[src/rtl/fpnew_pkg.sv]
// Shared FPnew types used by the opgroup sharing arbiter.
// Operation, format, rounding mode and status encodings.
package fpnew_pkg;

  typedef enum logic [3:0] {
    FMADD, FNMSUB, ADD, MUL, DIV, SQRT, SGNJ, MINMAX,
    CMP, CLASSIFY, F2F, F2I, I2F, CPKAB, CPKCD
  } operation_e;

  typedef enum logic [2:0] {
    FP32    = 3'd0,
    FP64    = 3'd1,
    FP16    = 3'd2,
    FP8     = 3'd3,
    FP16ALT = 3'd4
  } fp_format_e;

  typedef enum logic [2:0] {
    RNE = 3'b000,
    RTZ = 3'b001,
    RDN = 3'b010,
    RUP = 3'b011,
    RMM = 3'b100,
    ROD = 3'b101,
    DYN = 3'b111
  } roundmode_e;

  typedef struct packed {
    logic NV;
    logic DZ;
    logic OF;
    logic UF;
    logic NX;
  } status_t;

endpackage

[src/rtl/fpnew_credit_counter.sv]
// Per-requester in-flight counter: up on issue, down on response.
// Flush and reset both clear it; a same-cycle up and down cancel.
module fpnew_credit_counter #(
  parameter int unsigned MaxOutstanding = 4,
  parameter int unsigned CntWidth = $clog2(MaxOutstanding + 1)
) (
  input  logic                clk_i,
  input  logic                rst_i,
  input  logic                flush_i,
  input  logic                inc_i,
  input  logic                dec_i,
  output logic [CntWidth-1:0] cnt_o,
  output logic                full_o,
  output logic                empty_o
);

  logic [CntWidth-1:0] cnt_q;

  assign full_o  = (cnt_q == CntWidth'(MaxOutstanding));
  assign empty_o = (cnt_q == '0);
  assign cnt_o   = cnt_q;

  always_ff @(posedge clk_i) begin
    if (rst_i) begin
      cnt_q <= '0;
    end else if (flush_i) begin
      cnt_q <= '0;
    end else if (inc_i && !dec_i && !full_o) begin
      cnt_q <= cnt_q + CntWidth'(1);
    end else if (dec_i && !inc_i && !empty_o) begin
      cnt_q <= cnt_q - CntWidth'(1);
    end
  end

endmodule

[src/rtl/fpnew_opgroup_share_arb.sv]
// Shares one opgroup block between NumReq requesters: round-robin
// issue with a hold lock, tag-routed results and per-requester credits.
module fpnew_opgroup_share_arb
  import fpnew_pkg::*;
#(
  parameter int unsigned NumReq         = 4,
  parameter int unsigned Width          = 32,
  parameter int unsigned NumOperands    = 3,
  parameter int unsigned MaxOutstanding = 4,
  localparam int unsigned IdxWidth      = $clog2(NumReq)
) (
  input  logic                                      clk_i,
  input  logic                                      rst_i,
  input  logic                                      flush_i,
  input  logic [NumReq-1:0]                         req_valid_i,
  output logic [NumReq-1:0]                         req_ready_o,
  input  logic [NumReq-1:0][NumOperands-1:0][Width-1:0] req_operands_i,
  input  operation_e [NumReq-1:0]                   req_op_i,
  input  logic [NumReq-1:0]                         req_op_mod_i,
  input  fp_format_e [NumReq-1:0]                   req_fmt_i,
  input  roundmode_e [NumReq-1:0]                   req_rnd_mode_i,
  output logic                                      unit_valid_o,
  input  logic                                      unit_ready_i,
  output logic [NumOperands-1:0][Width-1:0]         unit_operands_o,
  output operation_e                                unit_op_o,
  output logic                                      unit_op_mod_o,
  output fp_format_e                                unit_fmt_o,
  output roundmode_e                                unit_rnd_mode_o,
  output logic [IdxWidth-1:0]                       unit_tag_o,
  output logic                                      unit_flush_o,
  input  logic                                      unit_out_valid_i,
  output logic                                      unit_out_ready_o,
  input  logic [Width-1:0]                          unit_result_i,
  input  status_t                                   unit_status_i,
  input  logic [IdxWidth-1:0]                       unit_tag_i,
  output logic [NumReq-1:0]                         rsp_valid_o,
  input  logic [NumReq-1:0]                         rsp_ready_i,
  output logic [Width-1:0]                          rsp_result_o,
  output status_t                                   rsp_status_o,
  output logic                                      err_o,
  output logic                                      busy_o
);

  localparam int unsigned CntWidth = $clog2(MaxOutstanding + 1);

  logic [NumReq-1:0]   full, empty, inc, dec, eligible;
  logic [NumReq-1:0]   tag_sel;
  logic [CntWidth-1:0] cnt [NumReq];
  logic [IdxWidth-1:0] rr_ptr, lock_idx, grant_idx, next_ptr;
  logic                lock, grant_vld, issue_hs;
  logic                tag_live, tag_rdy, rsp_bad, err_q;

  assign eligible = req_valid_i & ~full;

  // Search starts at rr_ptr; descending loop so the nearest index wins.
  always_comb begin
    int unsigned j;
    j         = 0;
    grant_vld = 1'b0;
    grant_idx = '0;
    if (lock) begin
      grant_vld = 1'b1;
      grant_idx = lock_idx;
    end else begin
      for (int unsigned k = NumReq; k > 0; k--) begin
        j = (32'(rr_ptr) + k - 1) % NumReq;
        if (eligible[IdxWidth'(j)]) begin
          grant_vld = 1'b1;
          grant_idx = IdxWidth'(j);
        end
      end
    end
  end

  assign unit_valid_o    = grant_vld & ~flush_i & ~rst_i;
  assign issue_hs        = unit_valid_o & unit_ready_i;
  assign unit_operands_o = req_operands_i[grant_idx];
  assign unit_op_o       = req_op_i[grant_idx];
  assign unit_op_mod_o   = req_op_mod_i[grant_idx];
  assign unit_fmt_o      = req_fmt_i[grant_idx];
  assign unit_rnd_mode_o = req_rnd_mode_i[grant_idx];
  assign unit_tag_o      = grant_idx;
  assign unit_flush_o    = flush_i;

  always_comb begin
    req_ready_o            = '0;
    req_ready_o[grant_idx] = issue_hs;
  end

  assign next_ptr = (grant_idx == IdxWidth'(NumReq - 1)) ?
                    '0 : grant_idx + IdxWidth'(1);

  assign tag_live = |(tag_sel & ~empty);
  assign tag_rdy  = |(tag_sel & rsp_ready_i);
  assign rsp_bad  = unit_out_valid_i & ~tag_live;

  // A result with an unknown or idle tag is swallowed and flagged.
  assign unit_out_ready_o = ~rst_i & (rsp_bad | tag_rdy);
  assign rsp_result_o     = unit_result_i;
  assign rsp_status_o     = unit_status_i;

  for (genvar i = 0; i < NumReq; i++) begin : g_req
    assign tag_sel[i] = (unit_tag_i == IdxWidth'(i));
    assign rsp_valid_o[i] = ~rst_i & unit_out_valid_i &
                            ~rsp_bad & tag_sel[i];
    assign dec[i] = rsp_valid_o[i] & rsp_ready_i[i];
    assign inc[i] = issue_hs & (grant_idx == IdxWidth'(i));

    fpnew_credit_counter #(
      .MaxOutstanding (MaxOutstanding),
      .CntWidth       (CntWidth)
    ) u_cnt (
      .clk_i   (clk_i),
      .rst_i   (rst_i),
      .flush_i (flush_i),
      .inc_i   (inc[i]),
      .dec_i   (dec[i]),
      .cnt_o   (cnt[i]),
      .full_o  (full[i]),
      .empty_o (empty[i])
    );
  end

  always_ff @(posedge clk_i) begin
    if (rst_i) begin
      rr_ptr   <= '0;
      lock     <= 1'b0;
      lock_idx <= '0;
      err_q    <= 1'b0;
    end else begin
      if (rsp_bad) err_q <= 1'b1;
      if (flush_i) begin
        lock <= 1'b0;
      end else if (issue_hs) begin
        lock   <= 1'b0;
        rr_ptr <= next_ptr;
      end else if (unit_valid_o) begin
        lock     <= 1'b1;
        lock_idx <= grant_idx;
      end
    end
  end

  assign err_o  = err_q;
  assign busy_o = ~&empty;

endmodule

[config.mk]
export PLATFORM = sky130hd
export DESIGN_NAME = fpnew_opgroup_share_arb
export DESIGN_NICKNAME = d
export VERILOG_FILES = /design/src/rtl/fpnew_pkg.sv /design/src/rtl/fpnew_credit_counter.sv /design/src/rtl/fpnew_opgroup_share_arb.sv
export SDC_FILE = /design/constraint.sdc
export NUM_CORES = 1
export LEC_CHECK = 0
export ABC_AREA = 1
export BUFFER_PORTS_ARGS = -buffer_cell sky130_fd_sc_hd__buf_4
export CORE_AREA = 2 2 251 253
export DETAILED_ROUTE_END_ITERATION = 10
export DIE_AREA = 0 0 253 255
export PLACE_DENSITY_LB_ADDON = 0.1
export RECOVER_POWER = 25
export SLEW_MARGIN = 10
export SYNTH_ARGS = -nofsm -noshare
export SYNTH_HDL_FRONTEND = slang
export SYNTH_SLANG_ARGS = --single-unit
[constraint.sdc]
create_clock -name clk_i -period 3.4 [get_ports clk_i]
set_input_delay 0.51 -clock clk_i [delete_from_list [all_inputs] [get_ports clk_i]]
set_output_delay 0.51 -clock clk_i [all_outputs]
set_load 0.005 [all_outputs]
After elaboration in Yosys (flattened, before gate mapping)
Index checks and enable logic that the tools add are counted.
{"block": "totals", "register_bits": 18, "inputBits": 480, "out_inout_bits": 159, "elab_cells": 162}
{"block": "classes", "addsub": 17, "magnitude_cmp": 6, "eq_ne": 10, "mux": 39, "bitwise_logic": 31, "reduce_logical": 51}
{"op": "96-bit binary-select mux with 2-bit select", "n": 1}
{"op": "96-bit two-way mux", "n": 1}
{"op": "3-bit two-way mux", "n": 10}
{"op": "1-bit bitwise AND", "n": 19}
{"op": "1-bit logical AND", "n": 17}
{"op": "1-bit zero test", "n": 17}
{"op": "4-bit bitwise AND", "n": 4}
{"op": "2-bit by 3-bit < comparator with 1-bit output, second input constant", "n": 5}
{"op": "3-bit by 1-bit adder with 3-bit output, second input constant", "n": 4}
{"op": "3-bit binary-select mux with 2-bit select", "n": 2}
{"op": "3-bit == test, second input constant", "n": 4}
{"op": "3-bit zero test", "n": 4}
{"op": "2-bit two-way mux", "n": 6}
{"op": "3-bit by 1-bit subtractor with 3-bit output, second input constant", "n": 4}
{"op": "1-bit two-way mux", "n": 11}
{"op": "1-bit binary-select mux with 2-bit select", "n": 5}
{"op": "4-bit binary-select mux with 2-bit select", "n": 1}
{"op": "2-bit == test, second input constant", "n": 4}
{"op": "4-bit inverter", "n": 2}
{"op": "2-bit nonzero test", "n": 4}
{"op": "4-bit OR reduction", "n": 2}
{"op": "2-bit by 1-bit subtractor with 2-bit output, second input constant", "n": 4}
{"op": "2-bit by 1-bit adder with 2-bit output, second input constant", "n": 3}
{"op": "1-bit inverter", "n": 5}
{"op": "other kinds (12)", "n": 15}

Depth between registers and ports, before layout
Gate-level depths: netlist of run 1.
{"block": "logic_depth", "depth_word": 19, "ltp_mapped": 22, "mapped_depth_nobuf": 22}

Modules after synthesis
Synthesis of run 1 repeated with hierarchy kept, for this count alone.
{"block": "hier_totals", "hier_cells": 899, "area_unflattened_um2": 4948.5}
{"module": "fpnew_opgroup_share_arb", "instances": 1, "cells_each": 771, "area_each_um2": 4097.7}
{"module": "fpnew_credit_counter", "instances": 4, "cells_each": 32, "area_each_um2": 212.7}

Worst setup path after synthesis of run 1
OpenSTA, ideal clock, no wires.
{"block": "synth_path", "path_type": "input to register", "from": "in unit_tag_i[1]", "to": "reg g_req[3].u_cnt.cnt_q[1]", "arrival_time_ps": 2314, "setup_slack_ps": 971, "cell_stages": 14, "n_path_buf": 1, "cell_sequence": "buf_2 nor2_1 nand2_1 nand3_1 nand3b_1 nand3_1 nor2_1 nand2_1 nand2_1 inv_1 nand2_1 fa_1 a21oi_1 nor2_1"}
{"block": "synth_via", "elab_chain_cells": 13, "elab_cells_between_ends": 19, "classes_between": "3 x eq/ne; 1 x mux; 7 x bitwise; 8 x reduce/logical"}
{"item": "start: declaration", "line": "fpnew_opgroup_share_arb.sv:35", "rtl": "input logic [IdxWidth-1:0] unit_tag_i,"}
{"item": "2-bit by 1-bit == test with 1-bit output (tied with other cells)", "line": "fpnew_opgroup_share_arb.sv:103", "rtl": "assign tag_sel[i] = (unit_tag_i == IdxWidth'(i));"}
{"item": "4-bit bitwise AND", "line": "fpnew_opgroup_share_arb.sv:93", "rtl": "assign tag_live = |(tag_sel & ~empty);"}
{"item": "4-bit OR reduction", "line": "fpnew_opgroup_share_arb.sv:93"}
{"item": "1-bit inverter", "line": "fpnew_opgroup_share_arb.sv:95", "rtl": "assign rsp_bad = unit_out_valid_i & ~tag_live;"}
{"item": "1-bit bitwise AND", "line": "fpnew_opgroup_share_arb.sv:95"}
{"item": "1-bit inverter", "line": "fpnew_opgroup_share_arb.sv:105", "rtl": "~rsp_bad & tag_sel[i];"}
{"item": "1-bit bitwise AND", "line": "fpnew_opgroup_share_arb.sv:104", "rtl": "assign rsp_valid_o[i] = ~rst_i & unit_out_valid_i &"}
{"item": "1-bit bitwise AND (*)", "line": "fpnew_opgroup_share_arb.sv:105"}
{"item": "named net rsp_valid_o[3]", "line": "fpnew_opgroup_share_arb.sv:36", "rtl": "output logic [NumReq-1:0] rsp_valid_o,"}
{"item": "1-bit bitwise AND (*)", "line": "fpnew_opgroup_share_arb.sv:106", "rtl": "assign dec[i] = rsp_valid_o[i] & rsp_ready_i[i];"}
{"item": "1-bit zero test", "line": "fpnew_credit_counter.sv:28", "rtl": "end else if (inc_i && !dec_i && !full_o) begin"}
{"item": "1-bit logical AND (2 in a row)", "line": "fpnew_credit_counter.sv:28"}
{"item": "3-bit two-way mux or 2-bit nonzero test (tied branches)"}
{"item": "end signal: assignment", "line": "fpnew_credit_counter.sv:29", "rtl": "cnt_q <= cnt_q + CntWidth'(1);"}
{"item": "end signal: assignment", "line": "fpnew_credit_counter.sv:31", "rtl": "cnt_q <= cnt_q - CntWidth'(1);"}
{"item": "end: declaration", "line": "fpnew_credit_counter.sv:17", "rtl": "logic [CntWidth-1:0] cnt_q;"}
The timed path passes the listed nets; every way through them passes the cells marked *.
A chain may end at the register's enable or synchronous reset.

==> results of run 1 <==
cell usage after synthesis, types with 2 or more instances:
cell / count
nand2_1: 315
nand3_1: 116
a22oi_1: 78
buf_4: 44
buf_2: 37
inv_1: 36
nand4_1: 31
nor2_1: 31
dfxtp_1: 18
a21oi_1: 11
inv_2: 11
nand2_2: 8
o21ai_0: 5
buf_6: 4
fa_1: 4
o21ai_1: 4
nand3b_1: 3
a22oi_2: 2
nand3_2: 2
nor2_2: 2
nor2_4: 2
o211ai_1: 2
how the worst max path moves through the flow:
stage	depth (start not counted)	slack, ns	end	from
floorplan	14	0.97	g_req[3].u_cnt.cnt_o[1]$_SDFFE_PP0P_	unit_tag_i[1]
global placement	19	0.24	unit_operands_o[76]	g_req[3].u_cnt.cnt_o[0]$_SDFFE_PP0P_
detailed placement	19	0.25	unit_operands_o[76]	g_req[3].u_cnt.cnt_o[0]$_SDFFE_PP0P_
CTS	18	0.02	unit_operands_o[76]	g_req[1].u_cnt.cnt_o[1]$_SDFFE_PP0P_
global route	18	-0.005	unit_operands_o[75]	g_req[3].u_cnt.cnt_o[0]$_SDFFE_PP0P_
finish	18	0.11	unit_operands_o[72]	g_req[3].u_cnt.cnt_o[0]$_SDFFE_PP0P_
where the power goes:
part | leakage (nW) | total, mW | switching [mW] | internal [mW]
logic | 4.54 | 2.46 | 1.27 | 1.19
registers | 0.147 | 0.224 | 0.00634 | 0.217
clock network | 0.0370 | 0.247 | 0.0920 | 0.155
per-layer routing:
| metal | up-vias | part of all wire, % | track usage [%] |
|---|---|---|---|
| met1 | 3604 | 39 | 16.0 |
| li1 | 3635 | - | - |
| met5 | - | 0.20 | 1.13 |
| met2 | 395 | 48 | 23.0 |
| met3 | 20 | 9.2 | 4.99 |
| met4 | 2 | 2.9 | 3.80 |
worst reg2reg max path: stages, from the launching register on:
cell and delay (ns):
dfxtp_1 0.38, nor2_2 0.06, nand2_2 0.12, nand3_1 0.11, nand2_1 0.13, nand2_1 0.07, nand2_2 0.09, inv_2 0.04
nand2_2 0.05, nand3_1 0.08, nand3_2 0.12, nand2_4 0.12, nor2_4 0.26, buf_4 0.21, clkbuf_16 0.23, nand3_2 0.14
fa_1 0.40, inv_1 0.07, nand3_1 0.08, a21oi_1 0.13, nor2_1 0.06
cell type report:
class	count	share of cell area, %
Clock buffer	3	0.785
Timing Repair Buffer	609	50.2
Sequential cell	18	3.79
Antenna cell	3	0.0785
Inverter	47	1.90
Multi-Input combinational cell	624	32.8
Tap cell	799	10.4
kinds of logic after synthesis:
group	synth area share, %
xor gates and xnor gates	0.210
DFF	8.62
and+or+nand+nor	53.4
adders and majority gates	1.92
AOI/OAI and AO/OA	18.2
buffers and inverters	17.7
state kept, by name (all words and copies together), names as in the netlist:
register	count
lock	1
rr_ptr	2
err_o	1
lock_idx	2
g_req.u_cnt.cnt_o	12
what timing repair did:
item                       4_1_cts  5_1_grt
gates cloned                     0        5
setup buffers                    0        4
pin swaps                        0        4
setup endpoints to repair        3       96
resized for setup                2       17
per-stage QoR:
step	hold WS [ns]	utilization (%)	area, um2
2_1_floorplan	0.441	-	4180
3_3_place_gp	0.446	14.9	9240
3_5_place_dp	0.443	14.9	9240
4_1_cts	0.451	15.0	9320
5_1_grt	0.447	15.4	9570
6_report	0.447	15.4	9570
==> impl_results.md, run 1 <==
- Status: completed
- Layout cells sized above 1: 50.5%
- GPL Wtd Cong: approximately 0.76
- CP startpoint kind: flop
- Clock transition at the registers of the reported paths: 0.06 ns
- Starting Density: 6.73%
- Worst slew pin tran: just under 0.5 ns
- Clk buf depth: 2
- Largest area contributor in the netlist: nand2_1
- Initial antenna violation count: 2
- Worst path required time: 2.89 ns
- Area of the multi-input gates: between 0.003 and 0.004 mm2
- Primary FF master, synth: dfxtp_1
- Worst R2R End: g_req[1].u_cnt.cnt_o[2]$_SDFFE_PP0P_
- Via/cell ratio: between 3 and 4
- Syn Nets: approximately 1.3k
- Initial DRC count: 539
- Largest net degree at the start of global routing: 49
- Num Clock Sinks: 18
- Setup_tns: 0 ns
- Most frequent cells in the layout: 589 x buf_4, 312 x nand2_1, 111 x nand3_1, 75 x a22oi_1, 36 x inv_1
- CP Data Arrival Time: approximately 2.8 ns
- Tot Pwr: roughly 3 mW
- Ratio of final minimum period to clock period: 96.6%
- Worst-path fanout max: 17
- Slew HR: 67.1%
- Post-route setup slack: 0.114 ns
- Hold_buf cts: 0
- Io pins: 639
- Root Driver: clkbuf_16
- Global Route Usage Sum: 13.6%
- Post-route antenna net violation count: 0
- Synth Register Bits: 18
- Crit-path leading delay family: simple AND/OR/NAND/NOR gates
- Die width: 253 um
- Synth warnings: 0
- Core ar.: 0.0622 mm2
- EDFF count, synth: 0
- Crit path time final: 3.29 ns
- H-tree Lvls: 1
- Synth area leaders: nand2_1 28%, a22oi_1 14%, nand3_1 14%
- Final-report hold violation count: 0
- Vias in the first global route: 7,416
- Path depth of the worst reg2reg path: 20
- Post-synthesis sequential area ratio: under 10%
- GR Overflow Total: 0
- P_leak: approximately 4.7 nW
- Fillcell total: ~7.3k
- WS Path Type: reg2out
- Hold depth: 2
- Post-Synthesis Cells: 775
- Syn avg cell area: ~5.4 um2
- Number of max-cap violations: 0
- Die area: between 0.06 and 0.07 mm2
- TritonRoute pass-1 iters: 5
- Worst path slowest cell: dfxtp_2
- # DRC: 0
- Worst VDD drop: 169 uV
- Crit-path cells: nor2_2, nand2_2, nand3_1, nand2_1, nand2_1, nand2_2, nor2_2, nand2_1, nand2_1, nand2_2, nand2_2, nand2_4, nand2_2, inv_4, buf_4, a22oi_1, nand3_1, buf_4
- TritonCTS clock tree: yes
- Cell repeated most along the worst path: nand2_2
- Worst r2r src: g_req[3].u_cnt.cnt_o[1]$_SDFFE_PP0P_
- Clock latency on the worst-skew pair: between 0.2 and 0.3 ns
- Netlist Area Pre-Place: between 0.004 and 0.005 mm2
- Hold EP: rr_ptr[0]$_SDFFE_PP0P_
- Pwr Density: around 310 mW/mm2
- R2r setup slk: about 0.36 ns
- Post-synth top area share: 28.3%
- Drt total wl: approximately 50,000 um
- Cell row count: 92
- First-pass GRT wire length: 61,000 um
- Final setup fails: 0
- Die Span Y: 255 um
- Max Freq: 0.304 GHz
- Vias: between 7k and 8k
- Num CTS Buffers: 3
- Routed wire per std cell: 24.0 um
- Clk_skew: around 0.0039 ns
- Async S/R FF share, synth: 0%
- Storage element area: between 300 and 400 um2
- Commonest non-fill, non-tap cell in the layout: buf_4
- I/O Buffers: 564
- Worst Setup Slack post-DPL: around 0.25 ns
- Area Growth Syn to Fin: 129%
- WP buf/inv: 3
- CP endpoint kind: output pin
- Final nets: 1,787
- Max-slew violations: 0
- DP Wirelength: around 42,000 um
- Final std cells w/o fill: 2,103
- Placed insts: 2,088
- Hold Path Class: in2reg
- Hold Crit Start: rst_i
- Largest stage delay on the critical path: roughly 0.34 ns
- Count of different cell masters after synthesis: 31
No activity file was read; power rests on OpenSTA's default activity.
==> run 2, diff against run 1 <==
PLACE_DENSITY_LB_ADDON = unset   (was 0.1)
==> run 2 against run 1 <==
  * Non-clock buffer count is 10 lower
  * Register-to-register slack better by 0.14 ns
  * Critical path depth stayed put
  * Clock skew is 0.00093 ns higher
  * Critical path type unchanged
  * Largest power group unchanged
  * Power is 10% higher
  * Flip-flop and latch count stayed put
  * Global-route usage is 0.39 points lower
  * Combinational power is 11% higher
  * Clock-buffer cell count is 1 higher
  * First-iteration DRC count is 10% higher
==> impl_results.md, run 2 (same netlist as run 1, synthesis figures left out) <==
- Status: completed
- Worst Setup Slack post-DPL: 0.214 ns (-0.0314 ns)
- Ratio of final minimum period to clock period: 96.0% (-0.63 points)
- Number of max-cap violations: 0 (unchanged)
- Die area: 0.0645 mm2 (unchanged)
- Post-route antenna net violation count: 0 (unchanged)
- Clock transition at the registers of the reported paths: 0.06 ns (about the same)
- Worst-path fanout max: 21 (+4)
- Core ar.: 0.0622 mm2 (unchanged)
- CP Data Arrival Time: 2.75 ns (-0.03 ns)
- # DRC: 0 (unchanged)
- Worst path required time: 2.89 ns (about the same)
- Drt total wl: 48,200 um (-4.4%)
- Layout cells sized above 1: 50.5% (about the same)
- CP endpoint kind: output pin
- Num Clock Sinks: 18 (unchanged)
- CP startpoint kind: flop
- Max Freq: 0.306 GHz (+0.65%)
- Initial DRC count: 595 (+10%)
- Path depth of the worst reg2reg path: 20 (unchanged)
- Clk buf depth: 2 (unchanged)
- Clock latency on the worst-skew pair: 0.25 ns (about the same)
- WS Path Type: reg2out
- GR Overflow Total: 0 (unchanged)
- Pwr Density: 338 mW/mm2 (+10%)
- Post-route setup slack: 0.135 ns (+0.0214 ns)
- Num CTS Buffers: 3 (unchanged)
- Clk_skew: 0.00478 ns (+0.000930 ns)
- Area Growth Syn to Fin: 128%
- Max layer used: met5
- Largest register FFs: 12 (unchanged)
- TritonCTS clock tree: yes
- Max-slew violations: 0 (unchanged)
- Area of the multi-input gates: 0.00316 mm2 (+0.80%)
- Root Driver: clkbuf_16
- TritonRoute pass-1 iters: 5 (unchanged)
- Die width: 253 um (unchanged)
- I/O Buffers: 564 (unchanged)
- First-pass GRT wire length: 57,200 um (-6.3%)
- Vias in the first global route: 6,961 (-6.1%)
- Starting Density: 6.73% (unchanged)
- Via/cell ratio: 3.68 (+1.1%)
- P_leak: 4.71 nW (-0.33%)
- Fillcell total: 7,238 (-1.1%)
- Final setup fails: 0 (unchanged)
- Storage element area: 363 um2 (unchanged)
- H-tree Lvls: 1 (unchanged)
- Vias: 7,714 (+0.76%)
- Met1 wire length: 15,100 um (-24%)
- Final core occ: 15.4% (-0.042 points)
- Commonest non-fill, non-tap cell in the layout: buf_4
- Slew HR: 77.1% (+10 points)
- Routed wire per std cell: 23.0 um (-4.1%)
- Most frequent cells in the layout: 575 x buf_4, 314 x nand2_1, 107 x nand3_1, 73 x a22oi_1, 36 x inv_1
- Met3 wire length: 10,800 um (+130%)
- Io pins: 639 (unchanged)
- Global Route Usage Sum: 13.2% (-0.39 points)
- GPL Wtd Cong: 0.837 (+9.4%)
- DR WL met2: 20,900 um (-14%)
- Hold Path Class: in2reg
- DP Wirelength: 41,500 um (-1.7%)
- Crit path time final: 3.26 ns (-0.0214 ns)
- Worst slew pin tran: 0.343 ns (-0.151 ns)
- Cell row count: 92 (unchanged)
- Hold_buf cts: 0 (unchanged)
- Initial antenna violation count: 8 (+6)
- Worst VDD drop: 152 uV (-10%)
- Final-report hold violation count: 0 (unchanged)
- Hold depth: 2 (unchanged)
- Largest net degree at the start of global routing: 54 (+10%)
- Final nets: 1,777 (-0.56%)
- Die Span Y: 255 um (unchanged)
run 2: cell count changes in the layout (fill, tap and decap cells not counted), sizes merged:
cell,previous run,this run
diode,3,4
clkbuf,10,9
buf,602,594
run 2: stage by stage:
stage	hold slack [ns]	power [mW]	TNS, ns	instances	area [um2]
2_1_floorplan	0.441	1.07	0	775	4180
3_3_place_gp	0.439	2.92	0	2079	9180
3_5_place_dp	0.460	2.92	0	2079	9180
4_1_cts	0.462	3.20	-0.00128	2083	9290
5_1_grt	0.461	3.52	-0.0111	2095	9540
6_report	0.460	3.23	0	2095	9540
run 2: per-layer routing:
layer  track usage [%]  vias up
li1                  -     3625
met1              12.1     3479
met2              20.6      546
met3              13.1       54
met4              2.98       10
met5              3.53        -
run 2: area by class of cell:
cell class / count / area share, %
Multi-Input combinational cell: 624 / 33.2
Sequential cell: 18 / 3.80
Tap cell: 799 / 10.5
Clock buffer: 4 / 0.931
Timing Repair Buffer: 599 / 49.6
Inverter: 47 / 1.95
Antenna cell: 4 / 0.105
run 2: power by group:
part,switching [mW],leakage (nW),total [mW],internal [mW]
Combinational,1.55,4.51,2.74,1.19
Clock,0.0820,0.0442,0.261,0.179
Sequential,0.00589,0.147,0.223,0.217
Total,1.64,4.71,3.23,1.58
run 2: path summary, 6_finish.rpt:
kind	startpoint	endpoint	slack, ns
setup reg to reg	g_req[3].u_cnt.cnt_o[0]$_SDFFE_PP0P_	g_req[1].u_cnt.cnt_o[2]$_SDFFE_PP0P_	0.50
hold / removal	rst_i	rr_ptr[0]$_SDFFE_PP0P_	0.46
hold reg to reg	err_o$_SDFFE_PP0P_	err_o$_SDFFE_PP0P_	0.47
setup / recovery	g_req[3].u_cnt.cnt_o[0]$_SDFFE_PP0P_	unit_operands_o[24]	0.14
run 2: what timing repair did:
item | in CTS | in global routing
cloned | 0 | 3
setup buffers | 0 | 5
endpoints found under the setup margin | 3 | 94
pin swaps | 0 | 5
resized for setup | 5 | 29
hold endpoints to repair | 0 | 0
run 2: critical path, cell delays in order, from the launching register on:
cell	delay [ns]
dfxtp_2	0.34
nor2_2	0.12
nand2_1	0.12
nand3_1	0.11
nand2_1	0.09
nand2_1	0.09
nand2_2	0.07
nor2_2	0.07
nand2_1	0.05
nand2_1	0.06
nand2_2	0.07
nand2_1	0.07
nand2_2	0.13
nand2_4	0.13
inv_8	0.06
buf_4	0.22
a22oi_1	0.32
nand3_1	0.18
buf_4	0.18
